`config.mk`:
```
export PLATFORM = sky130hd
export DESIGN_NAME = reg_arbiter
export DESIGN_NICKNAME = d
export VERILOG_FILES = /design/src/rtl/reg_arbiter.sv
export SDC_FILE = /design/constraint.sdc
export NUM_CORES = 1
export LEC_CHECK = 0
export ABC_AREA = 1
export BUFFER_PORTS_ARGS = -buffer_cell sky130_fd_sc_hd__clkbuf_2
export CORE_UTILIZATION = 37
export DETAILED_ROUTE_END_ITERATION = 10
export HOLD_SLACK_MARGIN = 0.1
export PLACE_DENSITY = 0.68
export SLEW_MARGIN = 10
export SYNTH_ARGS = -nofsm -noshare
export SYNTH_HDL_FRONTEND = slang
export SYNTH_SLANG_ARGS = --single-unit
```
`constraint.sdc`:
```
create_clock -name clk -period 2.4 [get_ports clk]
set_input_delay 0.36 -clock clk [delete_from_list [all_inputs] [get_ports clk]]
set_output_delay 0.36 -clock clk [all_outputs]
set_load 0.02 [all_outputs]
```
`src/rtl/reg_arbiter.sv`:
```
// reg_arbiter: host/sequencer write arbitration into a shadow bank that is
// committed to the live pulse-channel registers on the 240 Hz frame tick.
module reg_arbiter #(
  parameter int STARVE_LIMIT = 4
) (
  input  logic       clk,
  input  logic       rst,
  input  logic       enable_240hz,
  input  logic       seq_enable,
  input  logic       host_valid,
  input  logic [1:0] host_addr,
  input  logic [7:0] host_data,
  output logic       host_ready,
  input  logic       seq_valid,
  input  logic [1:0] seq_addr,
  input  logic [7:0] seq_data,
  output logic       seq_ready,
  output logic [7:0] reg_4000,
  output logic [7:0] reg_4001,
  output logic [7:0] reg_4002,
  output logic [7:0] reg_4003,
  output logic       reg_change,
  output logic       restart
);
  localparam logic [3:0] LIMIT = 4'(STARVE_LIMIT);
  logic [3:0] starve_cnt_q, starve_cnt_d;
  logic [3:0] dirty_q, dirty_d;
  logic [3:0][7:0] shadow_q, shadow_d, live_q, live_d;
  logic reg_change_q, reg_change_d, restart_q, restart_d;
  logic seq_elig, seq_grant, host_grant, wr, commit;
  logic [1:0] wa;
  logic [7:0] wd;
  always_comb begin
    seq_elig = seq_valid && seq_enable;
    seq_grant = seq_elig && (!host_valid || starve_cnt_q == LIMIT);
    host_grant = host_valid && !seq_grant;
    wr = seq_grant || host_grant;
    wa = seq_grant ? seq_addr : host_addr;
    wd = seq_grant ? seq_data : host_data;
    commit = enable_240hz && |dirty_q;
    starve_cnt_d = (seq_elig && !seq_grant) ? starve_cnt_q + 4'd1 : 4'd0;
    shadow_d = shadow_q;
    if (wr) shadow_d[wa] = wd;
    // the commit clears dirty first, so a write on the commit edge survives to the next tick
    dirty_d = (commit ? 4'd0 : dirty_q) | (wr ? 4'd1 << wa : 4'd0);
    for (int i = 0; i < 4; i++) live_d[i] = (commit && dirty_q[i]) ? shadow_q[i] : live_q[i];
    reg_change_d = commit;
    restart_d = commit && dirty_q[3];
  end
  always_ff @(posedge clk or posedge rst) begin
    if (rst) begin
      starve_cnt_q <= '0;
      dirty_q <= '0;
      shadow_q <= '0;
      live_q <= '0;
      reg_change_q <= 1'b0;
      restart_q <= 1'b0;
    end else begin
      starve_cnt_q <= starve_cnt_d;
      dirty_q <= dirty_d;
      shadow_q <= shadow_d;
      live_q <= live_d;
      reg_change_q <= reg_change_d;
      restart_q <= restart_d;
    end
  end
  assign host_ready = host_grant;
  assign seq_ready = seq_grant;
  assign reg_4000 = live_q[0];
  assign reg_4001 = live_q[1];
  assign reg_4002 = live_q[2];
  assign reg_4003 = live_q[3];
  assign reg_change = reg_change_q;
  assign restart = restart_q;
endmodule

```
==> results of run 1 <==
[registers in the layout (all words and copies together), names as in the netlist]
signal	flops
reg_4002	8
dirty_q	4
reg_4003	8
restart	1
starve_cnt_q	4
shadow_q	32
reg_4000	8
reg_4001	8
reg_change	1
[synth_stat cells]
library cell / instances / share of area
nand2_1: 179 / 0.22
dfrtp_1: 74 / 0.60
o21ai_0: 19 / 0.031
nand3_1: 15 / 0.024
inv_1: 14 / 0.017
mux2_2: 8 / 0.029
nor2_1: 7 / 0.0085
nand2_2: 5 / 0.010
nand3_2: 5 / 0.016
clkbuf_1: 3 / 0.0036
nor2_2: 3 / 0.0061
buf_2: 2 / 0.0032
ha_1: 2 / 0.0081
nor2_4: 2 / 0.0073
buf_6: 1 / 0.0036
inv_2: 1 / 0.0012
nand2_4: 1 / 0.0036
nand3_4: 1 / 0.0057
nand3b_1: 1 / 0.0024
xnor2_1: 1 / 0.0028
xor2_1: 1 / 0.0028
[cells by family after synthesis]
group,count (synthesis),synth area share
AOI/OAI and AO/OA,19,0.0307
xor gates and xnor gates,2,0.00565
adders and majority gates,2,0.00807
buffers and inverters,21,0.0287
DFF,74,0.597
muxes,8,0.0291
and+or+nand+nor,219,0.301
[routing by layer]
| layer | global-route usage | routed length (microns) | up-vias |
|---|---|---|---|
| met5 | 0 | 0 | - |
| met4 | 0.0731 | 141 | 0 |
| met3 | 0.0374 | 304 | 16 |
| met2 | 0.267 | 3240 | 43 |
| met1 | 0.222 | 3200 | 1202 |
| li1 | - | - | 1220 |
[cells in the final DEF, fill, tap and decap left out]
cell type / instances
nand2_1: 179
dfrtp_1: 74
clkbuf_2: 61
o21ai_0: 19
nand3_1: 15
inv_1: 13
clkbuf_8: 11
mux2_2: 8
nor2_1: 7
nand3_2: 5
nand2_2: 5
nor2_2: 3
nor2_4: 2
inv_2: 2
ha_1: 2
bufinv_16: 2
nand3b_1: 1
nand2_4: 1
nand3_4: 1
xnor2_1: 1
xor2_1: 1
clkbuf_1: 1
clkinv_4: 1
clkinv_2: 1
dlygate4sd3_1: 1
buf_4: 1
buf_12: 1
[power by group]
group / total (uW) / internal, uW / leakage [uW] / switching, uW
clock network: 1100 / 643 / 0.000117 / 456
registers: 1850 / 1640 / 0.000929 / 212
logic: 1170 / 398 / 0.00102 / 769
total: 4120 / 2680 / 0.00207 / 1440
[repair_timing]
action,4_1_cts,5_1_grt
endpoints found under the setup margin,0,0
hold endpoints to repair,31,0
hold buffers,1,0
[worst max-delay path: stages (launching register included)]
cell and delay, ns:
dfrtp_1 0.40, inv_1 0.06, ha_1 0.20, nand3_2 0.09, nand2_2 0.09, nand2_2 0.24, inv_2 0.16, nor2_1 0.12
clkbuf_2 0.17
[per-stage QoR]
step | power (uW) | std cells | instance area (sq um) | hold WS, ns
3_3_place_gp | 3020 | 507 | 3530 | 0.456
3_5_place_dp | 3060 | 507 | 3530 | 0.459
6_report | 4120 | 524 | 3770 | 0.287
4_1_cts | 4160 | 524 | 3770 | 0.277
2_1_floorplan | 2620 | 345 | 3100 | 0.445
5_1_grt | 4360 | 524 | 3770 | 0.314
[layout make-up]
cell class	instances	share of cell area
flip-flops and latches	74	0.491
well taps	105	0.0348
clock buffers	12	0.0411
clock inverters	4	0.0196
repair buffers	64	0.0909
inverters	15	0.0149
multi-input cells	250	0.308
[path summary, 6_finish.rpt]
| kind | start | endpoint | slack [ns] | depth (start not counted) |
|---|---|---|---|---|
| worst max-delay path | starve_cnt_q[0] | host_ready | 0.17 | 8 |
| worst min-delay path | enable_240hz | dirty_q[3] | 0.29 | 2 |
| worst max register to register | starve_cnt_q[0] | shadow_q[18] | 0.55 | 10 |
| worst min register to register | reg_4001[6] | reg_4001[6] | 0.47 | 2 |
| max in group asynchronous | rst | starve_cnt_q[3] | 1.47 | 4 |
| min in group asynchronous | rst | reg_4001[5] | 0.64 | 4 |
==> qor.yml, run 1 <==
synth:
  synth_cell_type_count: 21
  yosysWarnings: 0
  syn_area_per_cell_sq_um: 8.99
  synth_area_sq_um: 3100
  syn_inst: 345
  seq_area_frac_synth: 0.597
  ys_ff_latch: 74
  syn_nets: 373
final_layout:
  seq_area_sq_um: 1850
  diodes: 0
  nets: 442
  syn2layout_area_growth_pct: 21.6
  multi_input_area_sq_um: 1160
  n_fill_cell: 822
  drive_above_1_share: 0.251
  utilization: 0.461
clock_network:
  htree_num_levels: 3
  cts_sinks: 74
  insertion_delay_ns: 0.35
  clockBufferDepth: 2
  cts_setup_buffers: 0
  ctsResizeCount: 0
  path_clk_slew_ns: 0.08
  cts-root-buf: "clkbuf_8"
  cts_tree: "built"
  cts_inserted_buffers: 9
power_and_ir_drop:
  powerDensity_nw_per_um2: 1090
  irDropWorstVdd_uv: 437
  leakagePower_uw: 0.00207
sta:
  max_slew_margin: 0.708
  fin_crit_sh: 0.931
  fin_ws_ns: 0.166
  worst_pin_slew_ns: 0.437
  grt_setup_unrepaired: "false"
  finClkSkew_ns: 0.00693
  period_needed_ns: 2.23
  max_freq_mhz: 448
  hold_viol: 0
  setup_violations: 0
  fin_setup_tns_ns: 0
  finalMaxSlewViolations: 0
global_routing:
  grt_use_total: 0.169
  grt_pass1_vias: 2369
  grt_start_max_net_pins: 75
  antenna_found_initial: 0
  grt_overflow: 0
  grt_first_pass_wirelength_microns: 11200
worst_hold_path:
  holdCritPathClass: "input pin to register"
route:
  drt-vias-per-instance: 4.73
  drt_iter0_markers: 125
  drc_errors: 0
  drt-pass1-iter-count: 4
  num_vias: 2481
  drt_wl_total_microns: 6880
  routedWlPerCell_microns: 13.1
  antenna_left: 0
critical_path:
  critPathKind: "register to output pin"
  cp.arrival_ns: 1.87
  end_kind: "output pin"
  critPathRequiredTime_ns: 2.04
  start_kind: "register"
  path_max_fanout: 13
floorplanning:
  ioPinCount: 62
  fp.dieW_microns: 93.5
  core.rowCount: 33
  die_area_sq_um: 8750
  core_sq_um: 8180
  die-height_microns: 93.5
  start_util: 0.379
place:
  place_hpwl_microns: 4770
  gp_congestion: 0.812
  io_buffers: 61
  pre_cts_slack_ns: 0.554
status:
  outcome: "finished, final reports clean"
job:
  cap_violations: 0
No activity file was read; power rests on OpenSTA's default activity.
==> inputs of run 2 (changes only) <==
- BUFFER_PORTS_ARGS: -buffer_cell sky130_fd_sc_hd__clkbuf_2 -> unset
- DONT_BUFFER_PORTS: unset -> 1
- PLACE_DENSITY: 0.68 -> 0.61
==> run 2 against run 1 <==
Against the previous run: cell count shrank 11%; global-route usage up 0.55 points; die area did not move.
==> qor.yml, run 2 (synthesis gave the netlist of run 1 again) <==
critical_path:
  critPathSlowestCell: "dfrtp_1"
  path_max_fanout: 13  # unchanged
  timing.critical_path.mode_cell: "nand2_2"
  cp_top_family: "simple AND/OR/NAND/NOR gates"
  worst-r2r-setup-slack_ns: 0.52  # -0.03 ns
  cp.arrival_ns: 1.87  # about the same
  critPathRequiredTime_ns: 2.04  # about the same
  critPathKind: "register to output pin"
  path_cells: "inv_1, ha_1, nand3_2, nand2_2, nand2_2, inv_2, nor2_2"
  start_kind: "register"
  cpPeakStageDelay_ns: 0.41  # about the same
  end_kind: "output pin"
  path_buf_inv: 2  # -1
sta:
  setup_violations: 0  # unchanged
  period_needed_ns: 2.23  # -0.00423 ns
  max_freq_mhz: 448  # +0.19%
  worst_pin_slew_ns: 0.506  # +0.0699 ns
  hold_viol: 0  # unchanged
  grt_setup_unrepaired: "false"
  finClkSkew_ns: 0.00894  # +0.00201 ns
  fin_setup_tns_ns: 0  # unchanged
  fin_ws_ns: 0.170  # +0.00423 ns
  max_slew_margin: 0.662  # -0.0455
  fin_crit_sh: 0.929  # -0.00176
  whs_ns: 0.120  # -0.167 ns
  finalMaxSlewViolations: 0  # unchanged
floorplanning:
  core_sq_um: 8180  # unchanged
  core.rowCount: 33  # unchanged
  die_area_sq_um: 8750  # unchanged
  fp.dieW_microns: 93.5  # unchanged
  ioPinCount: 62  # unchanged
  start_util: 0.379  # unchanged
  die-height_microns: 93.5  # unchanged
route:
  drc_errors: 0  # unchanged
  routedWlPerCell_microns: 14.6  # +11%
  drt-vias-per-instance: 4.84  # +2.2%
  num_vias: 2246  # -9.5%
  drt_iter0_markers: 133  # +6.4%
  drt_wl_total_microns: 6790  # -1.4%
  drt-pass1-iter-count: 4  # unchanged
  antenna_left: 0  # unchanged
global_routing:
  grt_first_pass_wirelength_microns: 11200  # about the same
  grt_pass1_vias: 2241  # -5.4%
  antenna_found_initial: 0  # unchanged
  grt_use_total: 0.174  # +0.00549
  grt_start_max_net_pins: 41  # -45%
  grt_overflow: 0  # unchanged
final_layout:
  largest_reg_flops: 32  # unchanged
  syn2layout_area_growth_pct: 9.85
  drive_above_1_share: 0.128  # -0.122
  top_register: "shadow_q"
  diodes: 0  # unchanged
  layout_commonest_cell: "nand2_1"
  n_fill_cell: 834  # +1.5%
  mostFrequentLayoutCells: "nand2_1 (179), dfrtp_1 (74), o21ai_0 (19), nand3_1 (15), inv_1 (13)"
  nets: 382  # -14%
  final_area_sq_um: 3410  # -9.7%
clock_network:
  path_clk_slew_ns: 0.07  # about the same
  cts_sinks: 74  # unchanged
  htree_num_levels: 3  # unchanged
  cts_inserted_buffers: 9  # unchanged
  cts-root-buf: "clkbuf_8"
  clockBufferDepth: 2  # unchanged
  cts_tree: "built"
  insertion_delay_ns: 0.35  # about the same
place:
  placed_area_sq_um: 3220  # -8.8%
  place_hpwl_microns: 4890  # +2.4%
  io_buffers: 0  # -100%
  gp_congestion: 0.720  # -11%
  pre_cts_slack_ns: 0.461  # -0.0930 ns
power_and_ir_drop:
  leakagePower_uw: 0.00178  # -14%
  powerDensity_nw_per_um2: 1060  # -2.7%
  totalPowerFinal_uw: 3620  # -12%
  irDropWorstVdd_uv: 323  # -26%
status:
  outcome: "finished, final reports clean"
job:
  cap_violations: 0  # unchanged
worst_hold_path:
  holdCritPathClass: "input pin to register"
run 2: layout make-up:
| cell class | count | area (sq um) | share of cell area |
|---|---|---|---|
| tap | 105 | 131 | 0.0386 |
| timing repair buffer | 4 | 32.5 | 0.00955 |
| clock inverter | 5 | 30.0 | 0.00882 |
| multi-input combinational | 250 | 1160 | 0.341 |
| sequential | 74 | 1850 | 0.544 |
| clock buffer | 11 | 141 | 0.0415 |
| inverter | 15 | 56.3 | 0.0165 |
run 2: worst paths after layout:
check                                 from              end  cells past startpoint
hold / removal                enable_240hz       dirty_q[3]                      1
setup / recovery           starve_cnt_q[0]       host_ready                      7
setup reg to reg           starve_cnt_q[0]      shadow_q[5]                     10
max in group asynchronous              rst  starve_cnt_q[1]                      3
min in group asynchronous              rst      reg_4001[1]                      3
hold reg to reg               shadow_q[27]      reg_4003[3]                      2
run 2: report_power, final:
| part | internal (uW) | switching, uW | total [uW] |
|---|---|---|---|
| clock | 398 | 458 | 856 |
| combinational | 212 | 328 | 540 |
| sequential | 1640 | 582 | 2220 |
run 2: stage by stage:
| stage | cells | utilization |
|---|---|---|
| after floorplan | 345 | - |
| after detailed placement | 447 | 0.394 |
| after global routing | 464 | 0.417 |
| final | 464 | 0.417 |
| after global placement | 447 | 0.394 |
| after CTS | 464 | 0.416 |
run 2: repair_timing:
item                                    in CTS  in global routing
resized for setup                            0                  1
buffers inserted                             0                  0
hold buffers                                 1                  0
endpoints found under the setup margin       0                  1
endpoints found under the hold margin       74                  0
run 2: metal layers:
layer / part of all wire / up-vias / wire length, microns / global-route usage
met3: 0.082 / 6 / 559 / 0.0569
met1: 0.44 / 1066 / 2960 / 0.220
li1: - / 1095 / - / -
met2: 0.47 / 79 / 3200 / 0.275
met4: 0.0099 / 0 / 67 / 0.0692
met5: 0 / - / 0 / 0
